===== src/rtl/catc_exec_unit.sv =====
// catc_exec_unit: operand registers A/B, result memory, single-cycle ALU ops and a serial shift-add multiplier.
// Latency: LDA/LDB/ALU/RD complete at the accept edge; MUL writes on the WIDTH-th edge after accept. op_done and out_valid pulse one cycle later.
// Backpressure: cmd_ready drops for exactly WIDTH cycles during MUL; commands offered while it is low are ignored.
// Optional macro CATC_EXEC_SAT_EN: saturating ADD/SUB/MUL results (overflow -> all-ones, borrow -> zero).
module catc_exec_unit #(
  parameter int WIDTH     = 20,
  parameter int MEM_DEPTH = 16,
  localparam int AW       = $clog2(MEM_DEPTH)
) (
  input  logic             clk,
  input  logic             rst,
  input  logic             cmd_valid,
  output logic             cmd_ready,
  input  logic [2:0]       cmd_op,
  input  logic [AW-1:0]    cmd_addr,
  input  logic [WIDTH-1:0] data_in,
  output logic [WIDTH-1:0] data_out,
  output logic             out_valid,
  output logic             op_done,
  output logic             ovf
);

  localparam logic [2:0] OP_LDA = 3'd0;
  localparam logic [2:0] OP_LDB = 3'd1;
  localparam logic [2:0] OP_ADD = 3'd2;
  localparam logic [2:0] OP_SUB = 3'd3;
  localparam logic [2:0] OP_AND = 3'd4;
  localparam logic [2:0] OP_OR  = 3'd5;
  localparam logic [2:0] OP_MUL = 3'd6;
  localparam logic [2:0] OP_RD  = 3'd7;

  localparam int            CW        = $clog2(WIDTH + 1);
  localparam logic [CW-1:0] LAST_STEP = CW'(WIDTH - 1);

  typedef enum logic {S_IDLE = 1'b0, S_MUL = 1'b1} state_t;

  state_t state, next_state;
  logic   state_ready;
  logic   accept;
  logic   last_step;

  logic [WIDTH-1:0] a, b;
  logic [WIDTH-1:0] mem [MEM_DEPTH];

  // Multiplier state: prod holds {partial high half, remaining multiplier bits}.
  logic [2*WIDTH-1:0] prod;
  logic [WIDTH-1:0]   mcand;
  logic [AW-1:0]      mul_addr;
  logic [CW-1:0]      step_cnt;

  logic [WIDTH:0]     add_full, sub_full;
  logic [WIDTH-1:0]   alu_res;
  logic               alu_ovf;
  logic [WIDTH:0]     mul_sum;
  logic [2*WIDTH-1:0] mul_next;
  logic               mul_hi_nz;
  logic [WIDTH-1:0]   mul_wr;

  // Ready is forced low while reset is held so the bus sees no acceptance window.
  assign cmd_ready = state_ready & rst;
  assign accept    = cmd_valid & cmd_ready;
  assign last_step = (state == S_MUL) && (step_cnt == LAST_STEP);

  // State register.
  always_ff @(posedge clk or negedge rst) begin
    if (!rst) state <= S_IDLE;
    else      state <= next_state;
  end

  // Next-state and ready decode; only an accepted MUL leaves IDLE.
  always_comb begin
    next_state  = state;
    state_ready = 1'b0;
    case (state)
      S_IDLE: begin
        state_ready = 1'b1;
        if (cmd_valid && rst && cmd_op == OP_MUL) next_state = S_MUL;
      end
      S_MUL: begin
        if (last_step) next_state = S_IDLE;
      end
      default: next_state = S_IDLE;
    endcase
  end

  // Single-cycle ALU result and its overflow/borrow indication.
  always_comb begin
    add_full = {1'b0, a} + {1'b0, b};
    sub_full = {1'b0, a} - {1'b0, b};
    alu_res  = '0;
    alu_ovf  = 1'b0;
    case (cmd_op)
      OP_ADD: begin
        alu_ovf = add_full[WIDTH];
`ifdef CATC_EXEC_SAT_EN
        alu_res = add_full[WIDTH] ? {WIDTH{1'b1}} : add_full[WIDTH-1:0];
`else
        alu_res = add_full[WIDTH-1:0];
`endif
      end
      OP_SUB: begin
        alu_ovf = sub_full[WIDTH];
`ifdef CATC_EXEC_SAT_EN
        alu_res = sub_full[WIDTH] ? '0 : sub_full[WIDTH-1:0];
`else
        alu_res = sub_full[WIDTH-1:0];
`endif
      end
      OP_AND:  alu_res = a & b;
      OP_OR:   alu_res = a | b;
      default: alu_res = '0;
    endcase
  end

  // One shift-add step: conditionally add the multiplicand to the high half, then shift right.
  always_comb begin
    mul_sum   = {1'b0, prod[2*WIDTH-1:WIDTH]} + (prod[0] ? {1'b0, mcand} : '0);
    mul_next  = {mul_sum, prod[WIDTH-1:1]};
    mul_hi_nz = |mul_next[2*WIDTH-1:WIDTH];
`ifdef CATC_EXEC_SAT_EN
    mul_wr    = mul_hi_nz ? {WIDTH{1'b1}} : mul_next[WIDTH-1:0];
`else
    mul_wr    = mul_next[WIDTH-1:0];
`endif
  end

  // Datapath: operand loads, memory writes/reads, multiplier stepping and status pulses.
  always_ff @(posedge clk or negedge rst) begin
    if (!rst) begin
      a         <= '0;
      b         <= '0;
      data_out  <= '0;
      out_valid <= 1'b0;
      op_done   <= 1'b0;
      ovf       <= 1'b0;
      prod      <= '0;
      mcand     <= '0;
      mul_addr  <= '0;
      step_cnt  <= '0;
      for (int i = 0; i < MEM_DEPTH; i++) mem[i] <= '0;
    end else begin
      out_valid <= 1'b0;
      op_done   <= 1'b0;
      if (accept) begin
        case (cmd_op)
          OP_LDA: a <= data_in;
          OP_LDB: b <= data_in;
          OP_ADD, OP_SUB, OP_AND, OP_OR: begin
            mem[cmd_addr] <= alu_res;
            op_done       <= 1'b1;
            if (alu_ovf) ovf <= 1'b1;
          end
          OP_MUL: begin
            mcand    <= a;
            prod     <= {{WIDTH{1'b0}}, b};
            mul_addr <= cmd_addr;
            step_cnt <= '0;
          end
          OP_RD: begin
            data_out  <= mem[cmd_addr];
            out_valid <= 1'b1;
          end
          default: ;
        endcase
      end
      if (state == S_MUL) begin
        prod     <= mul_next;
        step_cnt <= step_cnt + 1'b1;
        if (last_step) begin
          mem[mul_addr] <= mul_wr;
          op_done       <= 1'b1;
          if (mul_hi_nz) ovf <= 1'b1;
        end
      end
    end
  end

endmodule


===== config.mk =====
export PLATFORM = sky130hd
export DESIGN_NAME = catc_exec_unit
export DESIGN_NICKNAME = d
export VERILOG_FILES = /design/src/rtl/catc_exec_unit.sv
export SDC_FILE = /design/constraint.sdc
export NUM_CORES = 1
export LEC_CHECK = 0
export ABC_AREA = 0
export CORE_MARGIN = 3
export CORE_UTILIZATION = 40
export CTS_BUF_LIST = sky130_fd_sc_hd__clkbuf_4
export DETAILED_ROUTE_END_ITERATION = 8
export GPL_TIMING_DRIVEN = 0
export PLACE_DENSITY_LB_ADDON = 0.12
export SLEW_MARGIN = 20
export SYNTH_ARGS = -nofsm -noshare
export SYNTH_HDL_FRONTEND = slang
export SYNTH_SLANG_ARGS = --single-unit

===== constraint.sdc =====
create_clock -name clk -period 4.25 [get_ports clk]
set_input_delay 0.6375 -clock clk [delete_from_list [all_inputs] [get_ports clk]]
set_output_delay 0.6375 -clock clk [all_outputs]
set_load 0.05 [all_outputs]

== Word-level counts from Yosys, hierarchy flattened ==
Cells that the tools add are included.

* Flip-flop bits (word level): 453

* Magnitude comparators: 4
* $add $sub $neg: 4
* Reduce and logical (&&, ||, !) cells: 15
* Mux-type cells: 38
* Equality and inequality tests: 8
* Bitwise gates (word level): 7

{| class="wikitable"
|+ Operators with widths
! cell !! number
|-
| two-way mux 320 bit || 4
|-
| bitwise mux 320 bit || 2
|-
| demux 20 bit (select 4 bit) || 2
|-
| two-way mux 40 bit || 3
|-
| two-way mux 20 bit || 5
|-
| binary-select mux 20 bit (select 4 bit) || 1
|-
| case mux 20 bit (4 select lines) || 1
|-
| adder 20 x 20 -> 21 bit || 2
|-
| subtractor 20 x 20 -> 21 bit || 1
|-
| AND 20 bit || 1
|-
| bitwise OR 20 bit || 1
|-
| OR reduction 20 bit || 1
|-
| two-way mux 1 bit || 15
|-
| two-way mux 5 bit || 3
|-
| equality test 3 bit, second input constant || 4
|-
| greater-or-equal comparator 5 bit, second input constant || 2
|-
| < comparator 5 x 1 -> 1 bit, second input constant || 2
|-
| inverter 4 -> 5 bit || 2
|-
| AND reduction 2 bit || 5
|-
| equality test 3 x 2 -> 1 bit, second input constant || 2
|-
| adder 5 x 1 -> 5 bit, second input constant || 1
|-
| equality test 5 bit, second input constant || 1
|-
| logical AND 1 bit || 5
|-
| case mux 1 bit (2 select lines) || 2
|-
| 6 further kinds || 8
|}

== Logic depth before layout (Yosys ltp) ==
* Depth after elaboration: 11
* Mapped depth: 15
* Gate-level depth less buffers: 13

== Worst setup path after synthesis ==
Ideal clock, no wire load.

* Path type: input port to flip-flop
* From: input rst
* To: register mem[249] (netlist bit)
* Arrival time: 3196 ps
* Stages: 9
* Setup slack: 917 ps
* Library setup time: 136 ps
* Path through: nor2b_1 and2_1 o21ai_0 or3_1 clkbuf_1 nor2_1 clkbuf_1 mux2i_1 o21ai_0

* Longest elaborated chain between the ends: 6

{| class="wikitable"
|+ Ends and longest elaborated chain
! item !! line !! source
|-
| start, declared || 11 || <nowiki>input logic rst,</nowiki>
|-
| AND 1 bit (*) || 60 || <nowiki>assign cmd_ready = state_ready & rst;</nowiki>
|-
| AND 1 bit (*) || 61 || <nowiki>assign accept = cmd_valid & cmd_ready;</nowiki>
|-
| two-way mux 320 bit (*) || 144 || <nowiki>if (accept) begin</nowiki>
|-
| bitwise mux 320 bit || 170 || <nowiki>mem[mul_addr] <= mul_wr;</nowiki>
|-
| two-way mux 320 bit || 169 || <nowiki>if (last_step) begin</nowiki>
|-
| two-way mux 320 bit (*) || 166 || <nowiki>if (state == S_MUL) begin</nowiki>
|-
| end signal, assigned by index || 149 || <nowiki>mem[cmd_addr] <= alu_res;</nowiki>
|-
| end signal, assigned by index || 170 ||
|-
| end, declared || 43 || <nowiki>logic [WIDTH-1:0] mem [MEM_DEPTH];</nowiki>
|}

Every way passes the cells marked *; elsewhere a longest branch is shown, timed or not.
A chain may end at the register's enable or synchronous reset.

== Final worst setup path ==
* From: register a[2]
* To: register mem[158] (netlist bit)

* Longest elaborated chain between the ends: 8
* Elaborated cells on any way between the ends: 9

{| class="wikitable"
|+ Ends and longest elaborated chain
! item !! line !! source
|-
| start, declared || 42 || <nowiki>logic [WIDTH-1:0] a, b;</nowiki>
|-
| start signal, assigned || 146 || <nowiki>OP_LDA: a <= data_in;</nowiki>
|-
| subtractor 20 x 20 -> 21 bit / adder 20 x 20 -> 21 bit (equally long branches) || 89, 88 ||
|-
| case mux 20 bit (4 select lines) (*) || 92 || <nowiki>case (cmd_op)</nowiki>
|-
| bitwise mux 320 bit (*) || 149 ||
|-
| two-way mux 320 bit (*) || 145 || <nowiki>case (cmd_op)</nowiki>
|-
| two-way mux 320 bit (*) || 144 ||
|-
| bitwise mux 320 bit || 170 ||
|-
| two-way mux 320 bit || 169 ||
|-
| two-way mux 320 bit (*) || 166 ||
|}

Marked as above.

==> impl_metrics.py <==
metrics = {
    "setup_path": {
        "endpoint_kind": "flip-flop",
        "start_kind": "flip-flop",
        "cp.required_ns": 5.11,
        "cp.arrival_ns": 5.01,
        "path_class": "flip-flop to flip-flop",
        "r2r_slack_ns": 0.11,
        "reg2reg_from": "a[2]",
        "crit_path_max_fanout": 10,
        "reg2regPathDepth": 14,
        "r2r_end": "mem[158]",
    },
    "routing": {
        "met3WireLength_um": 6286,
        "dr_wl_met2_um": 47510,
        "routed_wl_um": 97940,
        "ant_nets": 0,
        "vias": 23670,
        "dr.max_layer_used": "met4",
        "vias_per_cell": 5.916,
        "dr.pass1.iters": 6,
        "wl_met1_um": 41100,
        "remaining_drc_errors": 0,
        "detail_route.wl_per_cell_um": 24.48,
        "drtIter0Drc": 2430,
    },
    "sta": {
        "rsz0062_at_grt": "true",
        "setup_viol": 0,
        "hold_viol": 0,
        "finalSetupTns_ns": 0,
        "clock.fmax_ghz": 0.2413,
        "min_period_ns": 4.145,
        "fin_skew_ns": 0.06071,
        "finalCritPeriodShare": 0.9752,
        "relSlewSlack": 0.2190,
        "finalMaxSlewViolations": 0,
        "hold_ws_ns": 0.1021,
        "tightest_slew_ns": 1.163,
        "worst_slack_ns": 0.1054,
    },
    "cts": {
        "htree_levels": 4,
        "cts_buffers": 132,
        "cts_tree": "done",
        "clk_path_buf_depth": 3,
        "worstSkewPairLatency_ns": 1.01,
        "cts-root-buf": "clkbuf_4",
        "clkTransAtPathRegs_ns": 0.06,
        "cts_sinks": 453,
    },
    "synth": {
        "synth_edf_count": 0,
        "syn_avg_cell_area_um2": 9.313,
        "synth_ff_type": "dfrtp_1",
        "ys_ff_latch": 453,
        "synth_cells": 2832,
        "synth_nets": 2954,
        "seq_area_frac_synth": 0.4298,
        "synthArstFlopShare": 1.000,
        "syn_area_um2": 26380,
        "yosysWarnings": 0,
        "synth.distinct_cells": 76,
    },
    "job": {
        "cap_violations": 0,
    },
    "die": {
        "initial_utilization": 0.4069,
        "coreArea_um2": 64810,
        "io_pins": 54,
        "rows": 93,
        "dieArea_um2": 69060,
        "die_h_um": 262.8,
        "dieWidth_um": 262.8,
    },
    "final_layout": {
        "post-route-util": 0.4672,
        "instances_no_fill": 4001,
        "syn2layout_area_growth_pct": 14.80,
        "fin_area_um2": 30280,
        "fill_cells": 6198,
        "drive_gt1_frac": 0.1465,
        "seq_area_um2": 11340,
        "multiInputGateArea_um2": 13960,
        "nets": 3163,
    },
    "status": {
        "status": "complete, no violations",
    },
    "power": {
        "irDropWorstVdd_v": 0.0002939,
        "p_leak_nw": 12.61,
        "power_mw": 17.05,
        "p_per_area_nw_per_um2": 563.1,
    },
    "global_routing": {
        "grt_max_degree": 97,
        "antenna_found_initial": 2,
        "grt_pass1_vias": 23650,
        "grt.total_usage": 0.2821,
        "grt_first_pass_wirelength_um": 149000,
        "overflow": 0,
    },
    "place": {
        "place_ws_ns": -1.417,
        "placed_area_um2": 28140,
        "placed_cells": 3744,
        "gp_congestion": 0.9204,
        "io_buffers": 51,
        "dp_hpwl_um": 74950,
    },
    "hold_path": {
        "hp-class": "primary input to asynchronous set/reset pin",
    },
}
-- sequential cells by signal, summed over array words and instances (netlist names) --
name and flops:
a 20, ovf 1, mul_addr 4, b 20
mcand 20, state 1, data_out 20, op_done 1
step_cnt 5, out_valid 1, prod 40, mem 320
-- cell usage after synthesis (59+ instances only) --
master / n / area, um2
nand2_1: 351 / 1318
mux4_2: 100 / 2252
ha_1: 89 / 1114
o22ai_1: 65 / 406.6
nor2_1: 272 / 1021
mux2_2: 65 / 732.0
o21ai_0: 283 / 1416
clkbuf_1: 203 / 762.0
inv_1: 69 / 259.0
a21o_1: 59 / 442.9
a21oi_1: 299 / 1496
dfrtp_1: 453 / 11340
-- cell usage in the layout (no fill, tap or decap), types with 14 or more instances in the layout --
cell type	count
nand2b_1	16
o21ai_0	283
clkbuf_1	194
nor2_1	266
nand2_1	351
a211oi_1	38
nand3_1	40
mux2_2	65
xnor2_1	15
clkdlybuf4s50_1	50
o21a_1	14
a31oi_1	29
mux4_2	100
inv_1	69
a21o_1	59
a21oi_1	296
clkbuf_4	186
o22ai_1	64
and2_1	25
nor3_1	30
buf_2	14
nand4_1	23
and3_1	33
o211ai_1	23
ha_1	89
buf_1	14
clkinv_1	31
dfrtp_1	452
mux2i_1	56
-- how the worst max path moves through the flow --
stage | from | endpoint | depth (start not counted)
finish | a[2] | mem[158] | 14
global route | a[2] | mem[138] | 14
CTS | a[7] | mem[213] | 13
detailed placement | rst | mem[289] | 13
global placement | rst | a[4] | 1
floorplan | rst | mem[249] | 9
-- where the power goes --
part / switching, mW / internal (mW) / leakage (nW)
Sequential: 0.787 / 5.41 / 5.51
Combinational: 4.17 / 2.45 / 6.11
Clock: 2.03 / 2.21 / 0.984
Total: 6.99 / 10.1 / 12.6
-- critical path: stages (launching register included) --
cell,delay [ns]
dfrtp_1,0.41
inv_1,0.22
ha_1,0.29
buf_6,0.14
nand2b_1,0.18
a221oi_2,0.33
o22ai_1,0.24
a2111oi_2,0.56
nor3b_1,0.33
nor3_1,0.14
or4b_1,0.52
clkbuf_2,0.21
buf_2,0.24
nand4_1,0.11
a21oi_1,0.09
-- logic make-up after synthesis --
| logic type | after synthesis | synth area share |
|---|---|---|
| DFF | 453 | 0.4298 |
| adders and majority gates | 92 | 0.04450 |
| muxes | 221 | 0.1344 |
| buffers and inverters | 307 | 0.04530 |
| AOI/OAI and AO/OA | 892 | 0.1989 |
| and+or+nand+nor | 845 | 0.1398 |
| xor gates and xnor gates | 22 | 0.007306 |
-- what timing repair did --
action                                 4_1_cts  5_1_grt
buffers inserted                             0        3
endpoints found under the hold margin      232        0
hold buffers                                16        0
pin swaps                                    0        2
resized for setup                           22       13
setup endpoints to repair                  144       88
-- final cells by class --
cell class,count,area share
clock buffers,186,0.04612
well taps,855,0.03533
inverters,69,0.008554
plain buffers,237,0.03128
diodes,6,0.0004959
clock inverters,47,0.009381
multi-input cells,2072,0.4612
flip-flops and latches,453,0.3744
repair buffers,76,0.03322
-- layer usage --
| metal | track usage | vias up |
|---|---|---|
| li1 | - | 10700 |
| met1 | 0.3689 | 11900 |
| met2 | 0.4699 | 895 |
| met3 | 0.05177 | 176 |
| met4 | 0.1010 | 0 |
| met5 | 0 | - |
(Power assumes the default switching activity.)
